===== src/rtl/shot_scheduler.sv =====
// shot_scheduler: arbitrates player and alien shots into one bullet engine.
// Build option SHOT_LFSR_EN: alien column search seeded by an 8-bit LFSR.

module shot_scheduler #(
  parameter int N_COL           = 8,
  parameter int COL_PITCH       = 40,
  parameter int ALIEN_PERIOD    = 60,
  parameter int PLAYER_COOLDOWN = 20,
  parameter int ARM_TIMEOUT     = 4
) (
  input  logic             clk,
  input  logic             reset,
  input  logic             tick,
  input  logic             fire_btn,
  input  logic [N_COL-1:0] alien_alive,
  input  logic [9:0]       alien_base_x,
  input  logic [8:0]       alien_bottom_y,
  input  logic             bullet_active,
  output logic             fire_player,
  output logic             fire_alien,
  output logic [9:0]       alien_x,
  output logic [8:0]       alien_y,
  output logic [3:0]       sel_col,
  output logic             busy
);

  localparam int CW = $clog2(PLAYER_COOLDOWN + 2);
  localparam int VW = $clog2(ALIEN_PERIOD + 1);
  localparam int AW = $clog2(ARM_TIMEOUT + 1);
  localparam logic [9:0] PITCH = 10'(COL_PITCH);

  typedef enum logic [1:0] {IDLE, ARM, FLIGHT} state_e;

  state_e        state_q, state_d;
  logic          kind_q, kind_d;
  logic [AW-1:0] arm_q, arm_d;
  logic          btn_q;
  logic          pp_q, pp_d;
  logic          ap_q, ap_d;
  logic [CW-1:0] cool_q, cool_d;
  logic [VW-1:0] vol_q, vol_d;
  logic [3:0]    ptr_q, ptr_d;
  logic          fp_q, fp_d;
  logic          fa_q, fa_d;
  logic [9:0]    x_q, x_d;
  logic [8:0]    y_q, y_d;
  logic [3:0]    col_q, col_d;

  logic          ack_p, ack_a, rise;
  logic [3:0]    srch_start, col_c;
  logic          found;
  logic [4:0]    idx;
  logic [15:0]   alive16;

`ifdef SHOT_LFSR_EN
  logic [7:0] lfsr_q;

  // Fibonacci LFSR (taps 8,6,5,4) stepping once per tick
  always_ff @(posedge clk) begin
    if (reset) begin
      lfsr_q <= 8'hA5;
    end else if (tick) begin
      lfsr_q <= {lfsr_q[6:0],
                 lfsr_q[7] ^ lfsr_q[5] ^ lfsr_q[4] ^ lfsr_q[3]};
    end
  end

  assign srch_start = 4'(32'(lfsr_q[3:0]) % N_COL);
`else
  assign srch_start = (ptr_q == 4'(N_COL - 1)) ? 4'd0 : ptr_q + 4'd1;
`endif

  // Rotating search for the first living column from srch_start
  always_comb begin
    alive16 = '0;
    alive16[N_COL-1:0] = alien_alive;
    found = 1'b0;
    col_c = '0;
    idx = '0;
    for (int i = N_COL - 1; i >= 0; i--) begin
      idx = 5'(srch_start) + 5'(i);
      if (idx >= 5'(N_COL)) idx = idx - 5'(N_COL);
      if (alive16[idx[3:0]]) begin
        found = 1'b1;
        col_c = idx[3:0];
      end
    end
  end

  // FSM next state, issue strobes, pending flags and counters
  always_comb begin
    state_d = state_q;
    kind_d  = kind_q;
    arm_d   = arm_q;
    fp_d    = 1'b0;
    fa_d    = 1'b0;
    x_d     = x_q;
    y_d     = y_q;
    col_d   = col_q;
    ptr_d   = ptr_q;
    ack_p   = 1'b0;
    ack_a   = 1'b0;
    unique case (state_q)
      IDLE: begin
        if (pp_q && !bullet_active) begin
          fp_d    = 1'b1;
          kind_d  = 1'b1;
          arm_d   = '0;
          state_d = ARM;
        end else if (ap_q && !bullet_active && found) begin
          fa_d    = 1'b1;
          kind_d  = 1'b0;
          arm_d   = '0;
          x_d     = alien_base_x + 10'(col_c) * PITCH;
          y_d     = alien_bottom_y + 9'd8;
          col_d   = col_c;
          state_d = ARM;
        end
      end
      ARM: begin
        if (bullet_active) begin
          state_d = FLIGHT;
          if (kind_q) begin
            ack_p = 1'b1;
          end else begin
            ack_a = 1'b1;
            ptr_d = col_q;
          end
        end else if (arm_q == AW'(ARM_TIMEOUT - 1)) begin
          state_d = IDLE;
        end else begin
          arm_d = arm_q + AW'(1);
        end
      end
      FLIGHT: begin
        if (!bullet_active) state_d = IDLE;
      end
      default: state_d = IDLE;
    endcase

    rise = fire_btn & ~btn_q;
    pp_d = pp_q;
    if (rise && cool_q == '0) pp_d = 1'b1;
    if (ack_p) pp_d = 1'b0;

    cool_d = cool_q;
    if (ack_p) cool_d = CW'(PLAYER_COOLDOWN);
    else if (tick && cool_q != '0) cool_d = cool_q - CW'(1);

    vol_d = vol_q;
    ap_d  = ap_q;
    if (ack_a) ap_d = 1'b0;
    if (tick) begin
      if (vol_q == VW'(ALIEN_PERIOD - 1)) begin
        vol_d = '0;
        ap_d  = 1'b1;
      end else begin
        vol_d = vol_q + VW'(1);
      end
    end
    if (alien_alive == '0) ap_d = 1'b0;
  end

  // State and datapath registers
  always_ff @(posedge clk) begin
    if (reset) begin
      state_q <= IDLE;
      kind_q  <= 1'b0;
      arm_q   <= '0;
      btn_q   <= 1'b0;
      pp_q    <= 1'b0;
      ap_q    <= 1'b0;
      cool_q  <= '0;
      vol_q   <= '0;
      ptr_q   <= 4'(N_COL - 1);
      fp_q    <= 1'b0;
      fa_q    <= 1'b0;
      x_q     <= '0;
      y_q     <= '0;
      col_q   <= '0;
    end else begin
      state_q <= state_d;
      kind_q  <= kind_d;
      arm_q   <= arm_d;
      btn_q   <= fire_btn;
      pp_q    <= pp_d;
      ap_q    <= ap_d;
      cool_q  <= cool_d;
      vol_q   <= vol_d;
      ptr_q   <= ptr_d;
      fp_q    <= fp_d;
      fa_q    <= fa_d;
      x_q     <= x_d;
      y_q     <= y_d;
      col_q   <= col_d;
    end
  end

  assign fire_player = fp_q;
  assign fire_alien  = fa_q;
  assign alien_x     = x_q;
  assign alien_y     = y_q;
  assign sel_col     = col_q;
  assign busy        = (state_q != IDLE);

endmodule


===== config.mk =====
export PLATFORM = sky130hd
export DESIGN_NAME = shot_scheduler
export DESIGN_NICKNAME = d
export VERILOG_FILES = /design/src/rtl/shot_scheduler.sv
export SDC_FILE = /design/constraint.sdc
export NUM_CORES = 1
export LEC_CHECK = 0
export ABC_AREA = 0
export CAP_MARGIN = 20
export CORE_ASPECT_RATIO = 0.6
export CORE_MARGIN = 2
export CORE_UTILIZATION = 55
export CTS_CLUSTER_DIAMETER = 30
export DETAILED_ROUTE_END_ITERATION = 8
export DONT_BUFFER_PORTS = 1
export PLACE_DENSITY = 0.79
export SLEW_MARGIN = 0
export SYNTH_ARGS = -nofsm -noshare
export SYNTH_HDL_FRONTEND = slang
export SYNTH_SLANG_ARGS = --single-unit

===== constraint.sdc =====
create_clock -name clk -period 7 [get_ports clk]
set_clock_uncertainty 0.05 [all_clocks]
set_input_delay 2.1 -clock clk [delete_from_list [all_inputs] [get_ports clk]]
set_output_delay 2.1 -clock clk [all_outputs]
set_load 0.02 [all_outputs]

# After elaboration in Yosys (flattened, before gate mapping)
# Cells that the tools add are included.
word_totals:
  out_inout_bits: 26
  reg_bits: 49
  word_cells: 159
  input_bits: 32
classes:
  magnitude_cmp: 16
  muxes: 68
  eq_ne: 10
  reduce_logical: 23
  bitwise: 5
  addsub: 21
  n_mul: 1
ops:
  columns: ["cell", "count"]
  rows:
  - ["$mux W4", 17]
  - ["$lt A4 B5 Y1 const B", 8]
  - ["$ge A5 B4 Y1 const B", 7]
  - ["$bmux W1 S4", 8]
  - ["$sub A4 B4 Y4 const B", 8]
  - ["$mux W1", 29]
  - ["$add A4 B3 Y5 const B", 4]
  - ["$mux W3", 4]
  - ["$add A10 B10 Y10", 1]
  - ["$add A4 B2 Y5 const B", 2]
  - ["$mux W2", 5]
  - ["$mux W5", 2]
  - ["$add A9 B4 Y9 const B", 1]
  - ["$reduce_and A3 Y1", 3]
  - ["$logic_not A8 Y1", 1]
  - ["$reduce_bool A2 Y1", 4]
  - ["$mul A4 B3 Y7 const B", 1]
  - ["$add A6 B1 Y6 const B", 1]
  - ["$eq A6 B6 Y1 const B", 1]
  - ["$mux W6", 1]
  - ["$ne A2 B2 Y1 const B", 3]
  - ["$ne A3 B3 Y1 const B", 2]
  - ["$pmux W2 S3", 1]
  - ["$pmux W3 S2", 1]
  - ["other kinds (20)", 29]

# Depth between registers and ports, before layout
logic_depth:
  word_depth: 19
  ltp_mapped: 28

# Worst setup path before layout
# Ideal clock, no wire load.
synth_path:
  path_kind: "input -> register"
  startpoint: "input port alien_alive[6]"
  endpoint: "register x_q[9] (netlist: alien_x[9])"
  slack_ns: 1.360
  t_required_ns: 6.822
  stages: 20
  path_buffers: 0
  t_arrival_ns: 5.463
  setup_ns: 0.128
  cell_sequence: "nand2b_1 -> o2111a_1 -> a311o_1 -> a221oi_4 -> nand4_1 -> a41oi_1 -> o32ai_1 -> a41o_1 -> ha_1 -> ha_1 -> inv_1 -> fa_1 -> inv_1 -> ha_1 -> inv_1 -> o21bai_1 -> a21oi_1 -> xnor2_1 -> mux2i_1 -> nor2_1"
synth_via:
  elab_chain_cells: 12
  word_cells_on_any_way: 36
  cone_classes: "add/sub: 1; mul: 1; mux: 32; reduce/logical: 2"
synth_rtl:
  columns: ["item", "line", "source"]
  rows:
  - ["from (decl)", "15", "input logic [N_COL-1:0] alien_alive,"]
  - ["$bmux W1 S4", "83", "if (alive16[idx[3:0]]) begin"]
  - ["$mux W1 (implied by the code)", "83", null]
  - ["$mux W4 (7 in series)", "83", null]
  - ["$mux W4 (*)", "83", null]
  - ["net col_c[1]", "50", "logic [3:0] srch_start, col_c;"]
  - ["$mul A4 B3 Y7 (*)", "114", "x_d = alien_base_x + 10'(col_c) * PITCH;"]
  - ["$add A10 B10 Y10 (*)", "114", null]
  - ["to (signal assigned)", "178", "x_q <= '0;"]
  - ["to (signal assigned)", "193", "x_q <= x_d;"]
  - ["to (decl)", "45", "logic [9:0] x_q, x_d;"]
# Mark *: on every way through the listed nets, which the timed path passes. The rest lies on a longest branch. The select of a mux whose other input is x is not followed.
# A chain may end at the register's enable or synchronous reset.

# Final worst setup path
layout_path:
  startpoint: "register ptr_q[0]"
  endpoint: "register x_q[9] (netlist: alien_x[9])"
layout_via:
  elab_chain_cells: 17
  word_cells_on_any_way: 70
  cone_classes: "add/sub: 17; mul: 1; order compare: 8; eq/ne: 1; mux: 41; reduce/logical: 2"
layout_rtl:
  columns: ["item", "line", "source"]
  rows:
  - ["from (decl)", "42", "logic [3:0] ptr_q, ptr_d;"]
  - ["from (signal assigned)", "175", "ptr_q <= 4'(N_COL - 1);"]
  - ["from (signal assigned)", "190", "ptr_q <= ptr_d;"]
  - ["$add A4 B1 Y4 or $eq A4 B3 Y1 (tied branches)", "70", "assign srch_start = (ptr_q == 4'(N_COL - 1)) ? 4'd0 : ptr_q + 4'd1;"]
  - ["$mux W4 (*)", "70", null]
  - ["$add A4 B3 Y5", "81", "idx = 5'(srch_start) + 5'(i);"]
  - ["$sub A4 B4 Y4 or $ge A5 B4 Y1 (tied branches)", "82", "if (idx >= 5'(N_COL)) idx = idx - 5'(N_COL);"]
  - ["$mux W4", "82", null]
  - ["$bmux W1 S4", "83", null]
  - ["$mux W1 (implied by the code)", "83", null]
  - ["$mux W4 (7 in series)", "83", null]
  - ["$mux W4 (*)", "83", null]
  - ["net col_c[2]", "50", null]
  - ["$mul A4 B3 Y7 (*)", "114", null]
  - ["$add A10 B10 Y10 (*)", "114", null]
# Marks and branches as above.

==> summary.txt <==
initial antenna violation count: 0
Crit Reg-Reg Endpoint: alien_x[9]$_SDFFE_PP0P_
Clock transition at path regs: 0.09 ns
Ports: 58
postcts setup bufs: 0
CP endpoint kind: flip-flop
Final Hold Vio Count: 0
CTS tree: done
# diodes: 0
Via density: 6.26
post-route ant nets: 0
Routed wire per std cell: 17.7 um
sequential fraction of the synthesis area: 26.6%
post-synthesis net count: 491
clock latency on the worst-skew pair: 0.30 ns
total congestion overflow: 0
reg2reg start: ptr_q[0]$_SDFFE_PP1P_
RSZ-0062 raised after global routing: no
IO Port Bufs: 0
Area Overhead vs Synth: 3.97%
Slowest-stage cell, CP: dfxtp_1
Mapped Cells: 432
actual slew at the worst max-slew pin: 0.730 ns
maxcap violations: 0
fin crit period: 6.22 ns
total power: 0.903 mW
slew margin rel.: 51.2%
full die area: 0.00739 sq mm
CP Depth: 26
cell area after synthesis: 0.00368 sq mm
WP data arrival: 6.41 ns
num rows: 23
Detailed Place HPWL: 6.87 mm
r2r setup slk: 0.78 ns
synth warn: 0
status: completed
R2R cell count: 26
critical path class: reg -> reg
DRT iter0 DRCs: 331
Global Route Usage Sum: 24.6%
drt pass-1 iters: 7
power per cell area: 236 mW/mm^2
vias in the first global route: 2842
min-delay src: arm_q[1]$_SDFFE_PP0P_
Die W: 110 um
Sinks on Clock Net: 49
FFs w/ async S/R, synth: 0%
cts bufs inserted: 5
CORE AREA: 0.00659 sq mm
first-pass GRT wire length: 14.0 mm
final slew viol count: 0
gpl congestion: 1.03
Netlist cell types: 69
H-tree depth: 2
largest net degree at the start of global routing: 37
final worst-path cycle share: 88.8%
cts repair resizes: 0
end of the worst hold path: arm_q[1]$_SDFFE_PP0P_
detailed-route DRC error count: 0
VDD IR max: 0.130 mV
critical path's top delay family: adder cells
DR vias: 3199
Die Y-Extent: 67.4 um
Leak: 1.71 nW
startpoint types: flip-flop
Setup-failing EPs final: 0
fin util: 58.1%
synthesized area per cell: 8.53 sq um
commonest cells after routing, fill and taps aside: 49 x nor2_1, 49 x dfxtp_1, 30 x nand2_1, 30 x mux2i_1, 25 x ha_1
CTS root buf: clkbuf_8
worst-path maximum fanout: 22
Min-Delay Path Depth: 2
Initial Util: 55.9%
HP Class: reg -> reg
share of layout cells above drive strength 1: 7.78%
Max Clk Rate: 161 MHz
CP bufs+invs: 5
Worst EP required: 7.19 ns
Largest stage delay, worst path: 0.80 ns
DRT Wirelength: 9.05 mm
final setup TNS: 0 ns
Nets: 483
Hold-fix buffers, CTS: 0
EDFF count, synth: 0
dominant synthesized flop cell: dfxtp_1
Synth Register Bits: 49
clock buffer depth: 2
## cell type report
type	instances	area [sq um]
fill	574	2760
multi-input combinational	340	2500
clock inverter	2	35.0
timing repair buffer	5	45.0
inverter	23	86.3
clock buffer	5	68.8
sequential	49	981
tap	87	109
## report_power, final
group | switching [mW] | internal, mW | total, mW
Clock | 0.0901 | 0.104 | 0.194
Sequential | 0.0214 | 0.297 | 0.318
Combinational | 0.222 | 0.169 | 0.391
Total | 0.334 | 0.569 | 0.903
## layer usage
layer / vias to the layer above / track usage (%) / part of all wire, %
met5: - / 0 / 0
li1: 1543 / - / -
met2: 148 / 32.2 / 40
met1: 1498 / 37.3 / 48
met3: 10 / 9.17 / 12
met4: 0 / 5.38 / 0.93
## synth_stat cells (all sizes together), types with 6 or more instances
cell    count  area [sq um]
nor2       51           201
dfxtp      49           981
mux2i      31           323
nand2      30           113
ha         25           313
inv        23          86.3
a21oi      19          98.9
xnor2      15           139
nand2b     13          81.3
buf        12          81.3
o21ai      10          50.1
xor2       10          87.6
a211oi      9          67.6
nand3       9          45.0
nor2b       9          56.3
o211ai      9          82.6
clkbuf      8          30.0
a31oi       7          43.8
nand4b      7          61.3
nor4        6          37.5
## how the worst max path moves through the flow
stage / startpoint / end / slack (ns)
floorplan: alien_alive[6] / alien_x[9]$_SDFFE_PP0P_ / 1.36
global placement: ptr_q[0]$_SDFFE_PP1P_ / alien_x[9]$_SDFFE_PP0P_ / 1.02
detailed placement: alien_alive[1] / alien_x[9]$_SDFFE_PP0P_ / 0.92
CTS: ptr_q[0]$_SDFFE_PP1P_ / alien_x[9]$_SDFFE_PP0P_ / 0.86
global route: ptr_q[0]$_SDFFE_PP1P_ / alien_x[9]$_SDFFE_PP0P_ / 0.34
finish: ptr_q[0]$_SDFFE_PP1P_ / alien_x[9]$_SDFFE_PP0P_ / 0.78
## flip-flops by register name, summed over array words and instances, names as in the netlist, 2 cells and up
signal / count
state_q: 2
cool_q: 5
vol_q: 6
alien_y: 9
alien_x: 10
ptr_q: 4
arm_q: 3
sel_col: 4
## worst register-to-register path: stages (launching register included)
cell	delay, ns
dfxtp_1	0.80
ha_1	0.53
nor2_1	0.13
mux2i_4	0.38
inv_1	0.16
ha_1	0.29
a21oi_1	0.21
nor2b_1	0.07
mux2i_1	0.33
o211ai_1	0.22
nand3_1	0.13
a311oi_1	0.11
or4b_1	0.51
a2bb2oi_1	0.34
inv_1	0.09
ha_1	0.21
ha_1	0.17
inv_1	0.06
fa_1	0.41
inv_1	0.07
ha_1	0.24
inv_1	0.09
o21bai_1	0.07
a21oi_1	0.18
xnor2_1	0.13
mux2i_1	0.08
nor2_1	0.09
## cell families (layout without fill, tap and decap cells)
| kind of cell | count (synthesis) | count (layout) | share of synthesized area [%] |
|---|---|---|---|
| XOR/XNOR | 25 | 25 | 6.15 |
| flip-flops | 49 | 49 | 26.6 |
| other | 1 | 1 | 0.102 |
| AND/OR/NAND/NOR | 157 | 157 | 21.9 |
| AO/OA/AOI/OAI | 93 | 93 | 18.8 |
| multiplexers | 37 | 37 | 11.5 |
| adder cells (fa/ha/maj) | 27 | 27 | 9.58 |
| buffers and inverters | 43 | 35 | 5.37 |
## through the flow
step	hold slack, ns	area [sq um]	cells	worst slack, ns
global route	0.429	3830	511	0.342
CTS	0.406	3810	510	0.861
finish	0.403	3830	511	0.783
floorplan	0.382	3680	432	1.36
global placement	0.385	3710	503	1.02
detailed placement	0.393	3710	503	0.920
Note: power is estimated with default switching activity, not from simulation.
